<file path="config.mk">
export PLATFORM = sky130hd
export DESIGN_NAME = seq_detect_prog
export DESIGN_NICKNAME = d
export VERILOG_FILES = /design/src/rtl/seq_detect_prog.sv
export SDC_FILE = /design/constraint.sdc
export NUM_CORES = 1
export LEC_CHECK = 0
export ABC_AREA = 1
export CORE_MARGIN = 2
export CORE_UTILIZATION = 55
export DETAILED_ROUTE_END_ITERATION = 10
export GPL_ROUTABILITY_DRIVEN = 0
export PLACE_DENSITY = 0.8
export SLEW_MARGIN = 20
export SYNTH_ARGS = -nofsm -noshare
export SYNTH_HDL_FRONTEND = slang
export SYNTH_SLANG_ARGS = --single-unit
</file>
<file path="constraint.sdc">
create_clock -name clk -period 3.5 [get_ports clk]
set_clock_uncertainty 0.05 [all_clocks]
set_input_delay 0.35 -clock clk [delete_from_list [all_inputs] [get_ports clk]]
set_output_delay 0.35 -clock clk [all_outputs]
set_load 0.005 [all_outputs]
</file>
<file path="src/rtl/seq_detect_prog.sv">
// Runtime-programmable serial pattern detector with saturating match counter.
// Pattern bits, length and overlap mode are latched through a one-cycle config strobe.
module seq_detect_prog #(
    parameter int MAX_W = 8,
    parameter int CNT_W = 8,
    parameter logic [MAX_W-1:0] RST_PAT = 'b0000_1101,
    parameter int RST_LEN = 4,
    parameter logic RST_OVL = 1'b1,
    localparam int LEN_W = $clog2(MAX_W + 1)
) (
    input  logic             clk,
    input  logic             rst,
    input  logic             en,
    input  logic             din,
    input  logic             cfg_load,
    input  logic [MAX_W-1:0] cfg_pat,
    input  logic [LEN_W-1:0] cfg_len,
    input  logic             cfg_ovl,
    input  logic             cnt_clr,
    output logic             y,
    output logic [CNT_W-1:0] match_cnt,
    output logic             armed
);

    localparam int HW = MAX_W - 1;
    localparam logic [LEN_W-1:0] RST_LEN_C = LEN_W'(RST_LEN);
    localparam logic [LEN_W-1:0] MAX_LEN_C = LEN_W'(MAX_W);

    logic [MAX_W-1:0] pat_q, pat_d;
    logic [LEN_W-1:0] len_q, len_d;
    logic             ovl_q, ovl_d;
    logic [HW-1:0]    hist_q, hist_d;
    logic [LEN_W-1:0] fill_q, fill_d;
    logic [CNT_W-1:0] cnt_q, cnt_d;
    logic             armed_q, armed_d;

    logic [MAX_W-1:0] window;
    logic [MAX_W-1:0] mask;
    logic [LEN_W-1:0] len_m1;
    logic [LEN_W-1:0] cfg_len_c;

    // Bits above len_q-1 may hold stale history; the mask keeps them out of the compare.
    always_comb begin
        window = {hist_q, din};
        len_m1 = len_q - 1'b1;
        for (int i = 0; i < MAX_W; i++) begin
            mask[i] = (i < int'(len_q));
        end
        y = en & ~cfg_load & (fill_q >= len_m1) & (((window ^ pat_q) & mask) == '0);
    end

    always_comb begin
        cfg_len_c = cfg_len;
        if (cfg_len == '0) begin
            cfg_len_c = LEN_W'(1);
        end else if (cfg_len > MAX_LEN_C) begin
            cfg_len_c = MAX_LEN_C;
        end
    end

    always_comb begin
        pat_d  = pat_q;
        len_d  = len_q;
        ovl_d  = ovl_q;
        hist_d = hist_q;
        fill_d = fill_q;
        if (cfg_load) begin
            pat_d  = cfg_pat;
            len_d  = cfg_len_c;
            ovl_d  = cfg_ovl;
            hist_d = '0;
            fill_d = '0;
        end else if (en && y && !ovl_q) begin
            hist_d = '0;
            fill_d = '0;
        end else if (en) begin
            hist_d = window[HW-1:0];
            fill_d = (fill_q >= len_m1) ? len_m1 : fill_q + 1'b1;
        end
        armed_d = (fill_d >= (len_d - 1'b1));
    end

    always_comb begin
        cnt_d = cnt_q;
        if (cnt_clr) begin
            cnt_d = '0;
        end else if (y && (cnt_q != '1)) begin
            cnt_d = cnt_q + 1'b1;
        end
    end

    always_ff @(posedge clk or negedge rst) begin
        if (!rst) begin
            pat_q   <= RST_PAT;
            len_q   <= RST_LEN_C;
            ovl_q   <= RST_OVL;
            hist_q  <= '0;
            fill_q  <= '0;
            cnt_q   <= '0;
            armed_q <= (RST_LEN <= 1);
        end else begin
            pat_q   <= pat_d;
            len_q   <= len_d;
            ovl_q   <= ovl_d;
            hist_q  <= hist_d;
            fill_q  <= fill_d;
            cnt_q   <= cnt_d;
            armed_q <= armed_d;
        end
    end

    assign match_cnt = cnt_q;
    assign armed     = armed_q;

endmodule

</file>
==> reports/results.tsv, run 1 <==
metric	value	unit
cell area after layout	2650	um^2
DP Area	2530	um^2
status	finished clean	
final-stage net count	361	
R2R Setup Slk	390	ps
most common cell in the netlist	nand2_1	
top_reg_cell synth	dfrtp_1	
CTS tree	done	
R2R depth	19	
FP Rows	22	
hold_buf cts	0	
Initial DRT Pass Iterations	4	
Yosys reg bits	33	
Ys Warns	0	
Die Width	67.2	um
area of the mapped netlist	2190	um^2
via count	1938	
antenna-violating nets left	0	
first-pass GRT wire length	7.69	mm
share of the synthesized area in the top cell type	31.9	%
H-tree Lvls	2	
Met3 Wirelength	217	um
Synth cell types	27	
total gr overflow	0	
clk buf depth	2	
Max FO, Critical Path	10	
vias in the first global route	1804	
Max Cap Viol	0	
Post-synth EDFFs	0	
top layer in use	met4	
Synth-to-Final Area Change	20.8	%
top cells by area, synth	dfrtp_1 32%, nand2_1 17%, ha_1 8.6%, inv_1 8.2%, dfstp_2 6.0%	
# diodes	0	
largest net degree at the start of global routing	34	
critical path capture point type	output pin	
Post-Syn Instances	294	
Port Buffers	28	
worst r2r dst	armed	
final setup fails	0	
dpl hpwl	3.35	mm
fmax	0.305	GHz
total wire length	4.41	mm
Starting Density	58.6	%
pre-CTS setup slack	421	ps
Worst Setup Start Kind	flip-flop	
Hold Fails Final Rpt	0	
initial antenna violation count	0	
crit path kind	flip-flop to output pin	
Setup TNS	0	ps
share of cells above drive strength 1	9.45	%
Pins Over Slew Limit	0	
worst rel slew slack	59.8	%
fin crit period	3270	ps
critical path arrival	2870	ps
clock sink count	33	
clk_lat worst skew	290	ps
Max IR drop VDD	265	uV
actual transition at the worst max-transition pin	600	ps
global-route usage over all layers	22.8	%
LEAKAGE	0.00142	uW
syn_area_per_cell	7.46	um^2
filler cell count	304	
Vias/cell	5.15	
Syn Nets	328	
Hold WC Path Type	primary input to asynchronous set/reset pin	
register area share after synthesis	37.9	%
overall power	1060	uW
Final WS setup	226	ps
top post-synthesis cells by count	98 x nand2_1, 48 x inv_1, 28 x dfrtp_1, 17 x nor2_1, 16 x nand3_1	
largest area contributor in the netlist	dfrtp_1	
CP required	3100	ps
DRC viols	0	
IO Count	29	
WL met2	2.03	mm
die area	4510	um^2
Iter 0 DRT Violations	143	
Core ar.	3740	um^2
clk root buf	clkbuf_8	
asr flop ratio synth	100	%
P per Cell Area	399	nW/um^2
Resized Gates After CTS	0	
Worst-path clk slew	70	ps
Wirelength per Cell	11.7	um
RSZ-0062 raised after global routing	no	
CTS Buf Count	5	
Post CTS Setup Buffer Count	0	
Tcrit/Tclk final	93.5	%
Finished Core Util	70.8	%
die extent in y	67.2	um
WL met1	2.09	mm
FF-to-FF Start	len_q[2]	
## critical path, cell delays in order, from the launching register on
cell and delay, ps:
dfstp_2 580, inv_1 90, nand3_1 100, xor2_1 200, inv_1 60, ha_1 310, nand2_1 60, inv_1 50
nand2_1 50, nand3_2 130, nand2_1 170, nor2_8 250, clkdlybuf4s50_1 540
## layer usage
metal  vias to the layer above  GRT usage, %
met2                        63          36.5
met1                       881          30.0
li1                        985             -
met3                         9          6.00
met5                         -             0
met4                         0          7.40
## cells by family after synthesis
kind of cell	count (synthesis)	synth area share, %
AO/OA/AOI/OAI	24	6.10
adder cells (fa/ha/maj)	15	8.56
XOR/XNOR	10	3.99
AND/OR/NAND/NOR	159	34.3
flip-flops	33	37.9
buffers and inverters	53	9.13
## state kept, by name (all words and copies together) (netlist names)
name	count
armed	1
hist_q	7
len_q	4
ovl_q	1
match_cnt	8
fill_q	4
pat_q	8
## stage by stage
step / hold slack, ps / instances
4_1_cts: 435 / 376
2_1_floorplan: 4.41 / 294
3_5_place_dp: 440 / 368
3_3_place_gp: 434 / 368
5_1_grt: 467 / 376
6_report: 413 / 376
## layout make-up
cell class | instances | area [um^2] | share of cell area (%)
Tap cell | 48 | 60.1 | 2.27
Inverter | 49 | 184 | 6.94
Clock inverter | 1 | 30.0 | 1.13
Clock buffer | 7 | 86.3 | 3.26
Multi-Input combinational cell | 208 | 1160 | 43.8
Sequential cell | 33 | 832 | 31.4
Timing Repair Buffer | 30 | 295 | 11.1
## report_power, final
group / switching (uW) / total (uW) / leakage [uW] / internal (uW)
Combinational: 151 / 257 / 0.000937 / 106
Sequential: 19.9 / 430 / 0.000424 / 410
Clock: 139 / 371 / 0.0000585 / 232
## how the worst max path moves through the flow
stage / start / to / slack (ps) / cells past startpoint
6_report: len_q[2] / y / 230 / 12
5_1_grt: len_q[2] / y / 20 / 12
4_1_cts: len_q[2] / y / 220 / 12
3_5_place_dp: len_q[2] / armed / 420 / 19
3_3_place_gp: len_q[2] / armed / 540 / 19
2_1_floorplan: len_q[2] / armed / 670 / 19
## cells in the final DEF (no fill, tap or decap), types with 5 or more instances in the layout
master / netlist / layout
nand2_1: 98 / 98
inv_1: 48 / 48
dfrtp_1: 28 / 28
clkdlybuf4s50_1: 0 / 28
nor2_1: 17 / 17
nand3_1: 16 / 16
ha_1: 15 / 15
o21ai_0: 14 / 14
nand4_1: 12 / 12
xor2_1: 7 / 7
nor2_2: 7 / 7
clkbuf_8: 0 / 6
dfstp_2: 5 / 5
Note: power is estimated with default switching activity, not from simulation.
==> inputs of run 2 (changes only) <==
Settings changed: CTS_CLUSTER_SIZE from default to 25.
==> results of run 2 <==
Final layout, timing and power as in run 1 (identical DEF).
